$ cat config.mk
export PLATFORM = sky130hd
export DESIGN_NAME = rm_stage_report_unit
export DESIGN_NICKNAME = d
export VERILOG_FILES = /design/src/rtl/rm_stage_report_unit.sv
export SDC_FILE = /design/constraint.sdc
export NUM_CORES = 1
export LEC_CHECK = 0
export BUFFER_PORTS_ARGS = -buffer_cell sky130_fd_sc_hd__buf_2
export CORE_MARGIN = 4
export CORE_UTILIZATION = 55
export CTS_CLUSTER_DIAMETER = 80
export CTS_CLUSTER_SIZE = 25
export DETAILED_ROUTE_END_ITERATION = 10
export GPL_ROUTABILITY_DRIVEN = 0
export PLACE_DENSITY_LB_ADDON = 0.1
export SLEW_MARGIN = 20
export SYNTH_ARGS = -nofsm -noshare
export SYNTH_HDL_FRONTEND = slang
export SYNTH_SLANG_ARGS = --single-unit
$ cat constraint.sdc
create_clock -name clk -period 6.5 [get_ports clk]
set_input_delay 0.975 -clock clk [delete_from_list [all_inputs] [get_ports clk]]
set_output_delay 0.975 -clock clk [all_outputs]
set_load 0.03 [all_outputs]
$ cat src/rtl/rm_stage_report_unit.sv
// Runtime-monitor stage: run-gated symbol pipeline plus timestamped capture and
// serialisation of automata reports. Define RM_STICKY_REPORT_EN for sticky_rep.
module rm_stage_report_unit #(
  parameter int SYM_W      = 8,
  parameter int NUM_CH     = 7,
  parameter int REP_PER_CH = 4,
  parameter int FIFO_DEPTH = 8,
  parameter int TS_W       = 16,
  parameter int DROP_W     = 8,
  localparam int REP_W     = NUM_CH * REP_PER_CH,
  localparam int CH_W      = (NUM_CH > 1) ? $clog2(NUM_CH) : 1,
  localparam int RI_W      = (REP_PER_CH > 1) ? $clog2(REP_PER_CH) : 1
) (
  input  logic              clk,
  input  logic              reset_n,
  input  logic              run,
  input  logic              sym_reset,
  input  logic [SYM_W-1:0]  symbols_in,
  input  logic [REP_W-1:0]  report_in,
  output logic [SYM_W-1:0]  out_symbols,
  output logic              out_reset,
  output logic              evt_valid,
  input  logic              evt_ready,
  output logic [CH_W-1:0]   evt_ch,
  output logic [RI_W-1:0]   evt_rep,
  output logic [TS_W-1:0]   evt_ts,
  output logic              overflow,
  output logic [DROP_W-1:0] drop_cnt,
  input  logic              clr_ovf,
  output logic [REP_W-1:0]  sticky_rep,
  input  logic              clr_sticky
);

  localparam int AW    = $clog2(FIFO_DEPTH);
  localparam int ENT_W = REP_W + TS_W;

  typedef enum logic {S_IDLE, S_EMIT} ser_state_t;

  logic [SYM_W-1:0]  out_symbols_q, out_symbols_d;
  logic              out_reset_q, out_reset_d;
  logic [TS_W-1:0]   ts_q, ts_d;
  logic [AW:0]       wr_ptr_q, wr_ptr_d, rd_ptr_q, rd_ptr_d;
  logic              overflow_q, overflow_d;
  logic [DROP_W-1:0] drop_cnt_q, drop_cnt_d;

  logic [ENT_W-1:0]  fifo_mem [FIFO_DEPTH];
  logic [ENT_W-1:0]  rd_data;
  logic [REP_W-1:0]  rd_vec;
  logic              fifo_empty, fifo_full;
  logic              cap_req, pop, wr_en, drop;

  ser_state_t        state_q;
  logic [REP_W-1:0]  work_vec_q;
  logic [REP_W-1:0]  next_vec;
  logic              evt_valid_q;
  logic [CH_W-1:0]   evt_ch_q;
  logic [RI_W-1:0]   evt_rep_q;
  logic [TS_W-1:0]   evt_ts_q;

  // Channel/report index of the lowest set bit; descending scan lets the lowest win.
  function automatic logic [CH_W+RI_W-1:0] lowest_ch_rep(input logic [REP_W-1:0] v);
    logic [CH_W-1:0] ch;
    logic [RI_W-1:0] rep;
    ch  = '0;
    rep = '0;
    for (int c = NUM_CH - 1; c >= 0; c--) begin
      for (int r = REP_PER_CH - 1; r >= 0; r--) begin
        if (v[c*REP_PER_CH + r]) begin
          ch  = CH_W'(c);
          rep = RI_W'(r);
        end
      end
    end
    return {ch, rep};
  endfunction

  assign fifo_empty = (wr_ptr_q == rd_ptr_q);
  assign fifo_full  = (wr_ptr_q[AW] != rd_ptr_q[AW]) &&
                      (wr_ptr_q[AW-1:0] == rd_ptr_q[AW-1:0]);
  assign rd_data    = fifo_mem[rd_ptr_q[AW-1:0]];
  assign rd_vec     = rd_data[ENT_W-1:TS_W];

  assign cap_req = run && (report_in != '0);
  assign pop     = (state_q == S_IDLE) && !fifo_empty;
  // A full FIFO still accepts when the serializer frees a slot on the same edge.
  assign wr_en   = cap_req && (!fifo_full || pop);
  assign drop    = cap_req && fifo_full && !pop;

  assign next_vec = work_vec_q & (work_vec_q - REP_W'(1));

  always_comb begin
    out_symbols_d = out_symbols_q;
    out_reset_d   = out_reset_q;
    ts_d          = ts_q;
    if (run) begin
      out_symbols_d = symbols_in;
      out_reset_d   = sym_reset;
      ts_d          = sym_reset ? '0 : ts_q + TS_W'(1);
    end

    wr_ptr_d = wr_ptr_q + (AW+1)'(wr_en);
    rd_ptr_d = rd_ptr_q + (AW+1)'(pop);

    overflow_d = overflow_q;
    drop_cnt_d = drop_cnt_q;
    if (clr_ovf) begin
      overflow_d = 1'b0;
      drop_cnt_d = '0;
    end
    if (drop) begin
      overflow_d = 1'b1;
      if (clr_ovf)
        drop_cnt_d = DROP_W'(1);
      else if (drop_cnt_q != {DROP_W{1'b1}})
        drop_cnt_d = drop_cnt_q + DROP_W'(1);
    end
  end

  always_ff @(posedge clk or negedge reset_n) begin
    if (!reset_n) begin
      out_symbols_q <= '0;
      out_reset_q   <= 1'b0;
      ts_q          <= '0;
      wr_ptr_q      <= '0;
      rd_ptr_q      <= '0;
      overflow_q    <= 1'b0;
      drop_cnt_q    <= '0;
    end else begin
      out_symbols_q <= out_symbols_d;
      out_reset_q   <= out_reset_d;
      ts_q          <= ts_d;
      wr_ptr_q      <= wr_ptr_d;
      rd_ptr_q      <= rd_ptr_d;
      overflow_q    <= overflow_d;
      drop_cnt_q    <= drop_cnt_d;
    end
  end

  // Storage array carries no reset so it can map onto block RAM.
  always_ff @(posedge clk) begin
    if (wr_en)
      fifo_mem[wr_ptr_q[AW-1:0]] <= {report_in, ts_q};
  end

  always_ff @(posedge clk or negedge reset_n) begin
    if (!reset_n) begin
      state_q     <= S_IDLE;
      work_vec_q  <= '0;
      evt_valid_q <= 1'b0;
      evt_ch_q    <= '0;
      evt_rep_q   <= '0;
      evt_ts_q    <= '0;
    end else begin
      case (state_q)
        S_IDLE: begin
          if (!fifo_empty) begin
            work_vec_q             <= rd_vec;
            evt_ts_q               <= rd_data[TS_W-1:0];
            {evt_ch_q, evt_rep_q}  <= lowest_ch_rep(rd_vec);
            evt_valid_q            <= 1'b1;
            state_q                <= S_EMIT;
          end
        end
        S_EMIT: begin
          if (evt_ready) begin
            work_vec_q <= next_vec;
            if (next_vec == '0) begin
              evt_valid_q <= 1'b0;
              state_q     <= S_IDLE;
            end else begin
              {evt_ch_q, evt_rep_q} <= lowest_ch_rep(next_vec);
            end
          end
        end
        default: state_q <= S_IDLE;
      endcase
    end
  end

`ifdef RM_STICKY_REPORT_EN
  logic [REP_W-1:0] sticky_q, sticky_d;

  // New reports are OR-ed in after the clear, so a same-edge set survives.
  always_comb begin
    sticky_d = clr_sticky ? '0 : sticky_q;
    if (run)
      sticky_d = sticky_d | report_in;
  end

  always_ff @(posedge clk or negedge reset_n) begin
    if (!reset_n)
      sticky_q <= '0;
    else
      sticky_q <= sticky_d;
  end

  assign sticky_rep = sticky_q;
`else
  logic unused_clr_sticky;
  assign unused_clr_sticky = clr_sticky;
  assign sticky_rep        = '0;
`endif

  assign out_symbols = out_symbols_q;
  assign out_reset   = out_reset_q;
  assign evt_valid   = evt_valid_q;
  assign evt_ch      = evt_ch_q;
  assign evt_rep     = evt_rep_q;
  assign evt_ts      = evt_ts_q;
  assign overflow    = overflow_q;
  assign drop_cnt    = drop_cnt_q;

endmodule
* Word level (Yosys, flattened, before mapping)
Memory sizes are Yosys's and may differ from the RTL's. Cells that the tools add are included.
Word-level totals: memories 1, bits in registers 93, output and inout bits 68, input port bits 43, logic and storage cells 187, memory bits (writable) 352
Memories:
- fifo_mem | words 8, width 44, read ports 1, clocked after Yosys merged registers in 0, write ports 1, line 46 | logic [ENT_W-1:0] fifo_mem [FIFO_DEPTH];
Cells by class: mux-type cells 140, reduce and logical (&&, ||, !) cells 17, add/subtract/negate cells 5, bitwise logic cells 3, eq/ne operators 8
Operator list (count):
- 3-bit two-way mux | 59
- 2-bit two-way mux | 59
- 28-bit two-way mux | 2
- 28-bit case mux with 2 select lines | 1
- 8-bit two-way mux | 4
- 28-bit bitwise AND | 1
- 28-bit logical NOT | 1
- 28-bit nonzero test | 1
- 28-bit by 1-bit subtractor with 28-bit output (second input constant) | 1
- 16-bit by 1-bit adder with 16-bit output (second input constant) | 1
- 16-bit two-way mux | 1
- 1-bit two-way mux | 10
- 4-bit by 1-bit adder with 4-bit output | 2
- 8-bit by 1-bit adder with 8-bit output (second input constant) | 1
- 8-bit inequality test (second input constant) | 1
- 1-bit logical AND | 6
- 2-bit inequality test (second input constant) | 3
- 3-bit case mux with 2 select lines | 1
- 3-bit AND reduction | 2
- 4-bit equality test | 1
- 1-bit case mux with 2 select lines | 2
- 2-bit case mux with 2 select lines | 1
- 2-bit AND reduction | 2
- 3-bit equality test | 1
- 6 further kinds | 9

* Depth between registers and ports, before layout
word-level depth 33, gate-level depth with buffers 12, gate-level depth less buffers 8

* Worst setup path before layout
OpenSTA, ideal clock, no wires.
path kind input-to-reg, start in report_in[27], end mem fifo_mem[6][0] (netlist name), enable pin, stages 4, arrival time 5.539 ns, slack 0.406 ns, required time 5.945 ns, library setup time 0.555 ns, buffers on the path 0, path through nor4_1 -> nand4_1 -> o21ai_0 -> nor4_1
On the way: word-level cells in the longest chain between the ends 5
RTL lines:
- start, declared | line 19 | input logic [REP_W-1:0] report_in,
- 28-bit nonzero test | line 83 | assign cap_req = run && (report_in != '0);
- 1-bit logical AND | line 83
- 1-bit logical AND | line 86 | assign wr_en = cap_req && (!fifo_full || pop);
- 1-bit two-way mux | line 141 | if (wr_en)
- 1-bit two-way mux (not written as such) | line 142 | fifo_mem[wr_ptr_q[AW-1:0]] <= {report_in, ts_q};
- end, declared | line 46
Every way passes these cells.

* Worst setup path after layout
start reg rd_ptr_q[0], end reg evt_ch_q[1] (netlist: evt_ch[1])
On the way: word-level cells in the longest chain between the ends 31, elaborated cells between the ends (all ways) 34, those cells by class eq/ne: 2; mux: 30; reduce/logical: 1; memory: 1
RTL lines:
- start, declared | line 42 | logic [AW:0] wr_ptr_q, wr_ptr_d, rd_ptr_q, rd_ptr_d;
- start signal, assigned | line 133 | rd_ptr_q <= rd_ptr_d;
- memory 8 x 44 bit
- 3-bit two-way mux (28 in series) | line 68 | if (v[c*REP_PER_CH + r]) begin
- 3-bit two-way mux | line 156 | if (!fifo_empty) begin
- 3-bit case mux with 2 select lines | line 154 | case (state_q)
- end signal, assigned | line 159 | {evt_ch_q, evt_rep_q} <= lowest_ch_rep(rd_vec);
- end signal, assigned | line 171 | {evt_ch_q, evt_rep_q} <= lowest_ch_rep(next_vec);
- end, declared | line 56 | logic [CH_W-1:0] evt_ch_q;
Several ways; a longest one is shown, not always the timed one. The select of a mux whose other input is x is not followed. A chain may end at the register's enable or synchronous reset.

==> results by group <==
GRT
  – Overall global routing resource usage: 20.9%
  – Number of global-route vias before repair: 10,600
  – Largest net degree at the start of global routing: 55
  – Initial antenna violation count: 1
  – First-pass GRT wire length: 62,600 µm
  – Aggregate global routing overflow: 0

Clock tree
  – Hold Buf Count CTS: 0
  – Clock buffer depth: 3
  – # clock sinks: 445
  – Worst-path clk slew: 90 ps
  – CTS H-tree lvls: 1
  – Resized Gates After CTS: 0
  – CTS tree: built
  – Post-CTS setup buffers: 0
  – Clk root buf: clkbuf_16
  – Clk_lat worst skew: 570 ps
  – Number of CTS-inserted buffers: 25

Critical path
  – Buf+Inv Stages, Crit Path: 1
  – Reg2Reg Launch Point: rd_ptr_q[0]
  – Crit-path max cell delay: 1040 ps
  – Worst Setup End Kind: flop
  – Slowest stage cell, crit path: dfrtp_4
  – Cell family with most CP delay: multiplexers
  – R2R cell count: 8
  – R2r endpoint: evt_ch[1]
  – Critical Path, Cell by Cell: buf_12 > mux4_2 > mux2i_1 > nand2b_1 > or3b_2 > o31ai_1 > o21ai_1 > mux2_2
  – CP Class: flop to flop
  – Worst Path Required: 6930 ps
  – Levels on crit path: 8
  – Critical path arrival: 4600 ps
  – Setup crit start kind: flop
  – Crit-path max FO: 49
  – Reg2Reg Setup Slack: 2320 ps

Power and ir drop
  – Pleak: 0.00713 µW
  – VDD IR max: 216 µV
  – Power per cell area: 348 nW/µm²
  – Sw Share: 31.3%
  – Internal: 4950 µW
  – Sequential Power Share: 51.8%
  – Clock Power Share: 23.9%
  – Combinational share of power: 24.4%
  – Net Sw Power: 2250 µW

Timing
  – Period minus WS final: 4180 ps
  – Setup Skew: 31.7 ps
  – Fin. Hold Viols: 0
  – Post-Route Setup TNS: 0 ps
  – Hold slack: 442 ps
  – Worst-margin pin slew: 972 ps
  – Worst slew margin: 34.7%
  – RSZ-0062 raised after global routing: false
  – Slew Limit Fails: 0
  – # setup viols final: 0
  – Fin crit share: 64.3%
  – Max Fclk: 0.239 GHz

Min path
  – Hold WC Path Type: input pin to async pin

Outcome
  – Status: finished clean

Synthesis
  – Synth async-reset ratio: 20.9%
  – Synth unique cells: 81
  – Ys flop type: edfxtp_1
  – Cells after Synth: 1,235
  – Number of synthesized flops with an enable pin: 352
  – Synthesis warning total: 0
  – Flop and latch count out of synthesis: 445
  – Mapped cell area: 19,200 µm²
  – Syn_area_per_cell: 15.5 µm²
  – Post-synthesis sequential area ratio: 67.3%

Die
  – DIE AREA: 37,900 µm²
  – Placement Rows: 68
  – Initial Utilization: 55.7%
  – Die width: 195 µm
  – IO Pins: 111
  – Area of the core: 34,500 µm²
  – Die Ht: 195 µm

Layout
  – Layout Cells excl Fill: 1,759
  – Nets: 1,335
  – Commonest non-fill, non-tap cell in the layout: edfxtp_1
  – Most frequent cells in the layout: edfxtp_1, dfrtp_1, buf_2
  – Ant. Diodes: 0
  – Layout cells sized above 1: 20.6%
  – P&R area growth vs syn: 7.91%

Route
  – Antenna viol nets, final: 0
  – WL per Instance: 22.6 µm
  – DRC Markers: 0
  – WL final: 39,800 µm
  – DRT Pass-1 Iters: 6
  – Routed vias: 10,800
  – DRT iter0 DRCs: 856
  – Vias/cell: 6.12

Place
  – HPWL Detailed: 24,200 µm
  – DP Cell Count: 1,714
  – Port-buffer cells: 81

Run
  – Max Cap Viol: 0
==> power by group through the flow <==
stage	Clock [µW]	Combinational, µW	Sequential (µW)
6_report	1720	1750	3730
5_1_grt	1890	1920	3780
4_1_cts	1770	1770	3730
3_5_place_dp	0	1760	3790
3_3_place_gp	0	1750	3770
2_1_floorplan	0	1310	3770
==> worst register-to-register path: cells and delay by family, from the launching register on <==
kind,cells,cell delay (ps)
compound gates,2,590
simple gates,2,640
buf+inv,1,430
flops,1,1040
mux,3,1360
==> layout make-up <==
class / instances / area [µm²]
tap: 455 / 569
clock buffer: 35 / 673
multi-input combinational: 698 / 5800
timing repair buffer: 97 / 541
clock inverter: 10 / 129
fill: 2639 / 13800
inverter: 19 / 71.3
sequential: 445 / 12900
==> worst max path at each step <==
stage / from / endpoint / slack [ps]
floorplan: report_in[27] / fifo_mem[6][0] / 410
global placement: rd_ptr_q[0] / evt_ch[1] / 2320
detailed placement: rd_ptr_q[0] / evt_ch[1] / 2330
CTS: rd_ptr_q[0] / evt_ch[1] / 2280
global route: rd_ptr_q[0] / evt_ch[1] / 2030
finish: rd_ptr_q[0] / evt_ch[1] / 2320
==> per-layer routing <==
metal | GRT usage, % | wire length [µm] | part of all wire [%]
met5 | 0 | 7 | 0.018
met2 | 33.6 | 18900 | 47
met4 | 3.21 | 635 | 1.6
met1 | 32.0 | 18700 | 47
met3 | 2.43 | 1660 | 4.2
==> cells in the mapped netlist, types with 15 or more instances <==
master	n	area [µm²]
nand2_1	60	225
mux2_2	28	315
mux2i_1	51	510
inv_1	17	63.8
nor4_1	17	106
buf_4	34	255
a21oi_1	51	255
or3_1	15	93.8
buf_2	15	75.1
nor3_1	17	85.1
edfxtp_1	352	10600
dfrtp_1	93	2330
xor2_1	16	140
o211ai_1	16	120
clkbuf_1	42	158
nor2_1	73	274
mux4_2	77	1730
o21ai_0	61	305
nand3_1	19	95.1
==> flip-flops by register name (all words and copies together), names as in the netlist, 2 cells and up <==
| register | flops |
|---|---|
| evt_ch | 3 |
| rd_ptr_q | 4 |
| ts_q | 16 |
| drop_cnt | 8 |
| wr_ptr_q | 4 |
| out_symbols | 8 |
| work_vec_q | 28 |
| evt_ts | 16 |
| evt_rep | 2 |
| fifo_mem | 352 |
==> metrics by stage <==
stage               util, %  area, µm²  setup WS [ps]  total power, µW
global placement       57.7      19900           2320             5520
global route           60.1      20700           2030             7590
floorplan                 -      19300            406             5090
detailed placement     57.7      19900           2330             5560
CTS                    60.1      20700           2280             7280
finish                 60.1      20700           2320             7200
==> cell families (layout without fill, tap and decap cells) <==
group / after synthesis / after routing / synth area share, %
buffers and inverters: 119 / 161 / 3.21
AOI/OAI and AO/OA: 205 / 205 / 6.89
DFF: 445 / 445 / 67.3
xor gates and xnor gates: 19 / 19 / 0.868
adders and majority gates: 11 / 11 / 0.659
other: 1 / 28 / 0.0196
and+or+nand+nor: 278 / 278 / 7.69
muxes: 157 / 157 / 13.4
Power figures use the tool's default switching activity.
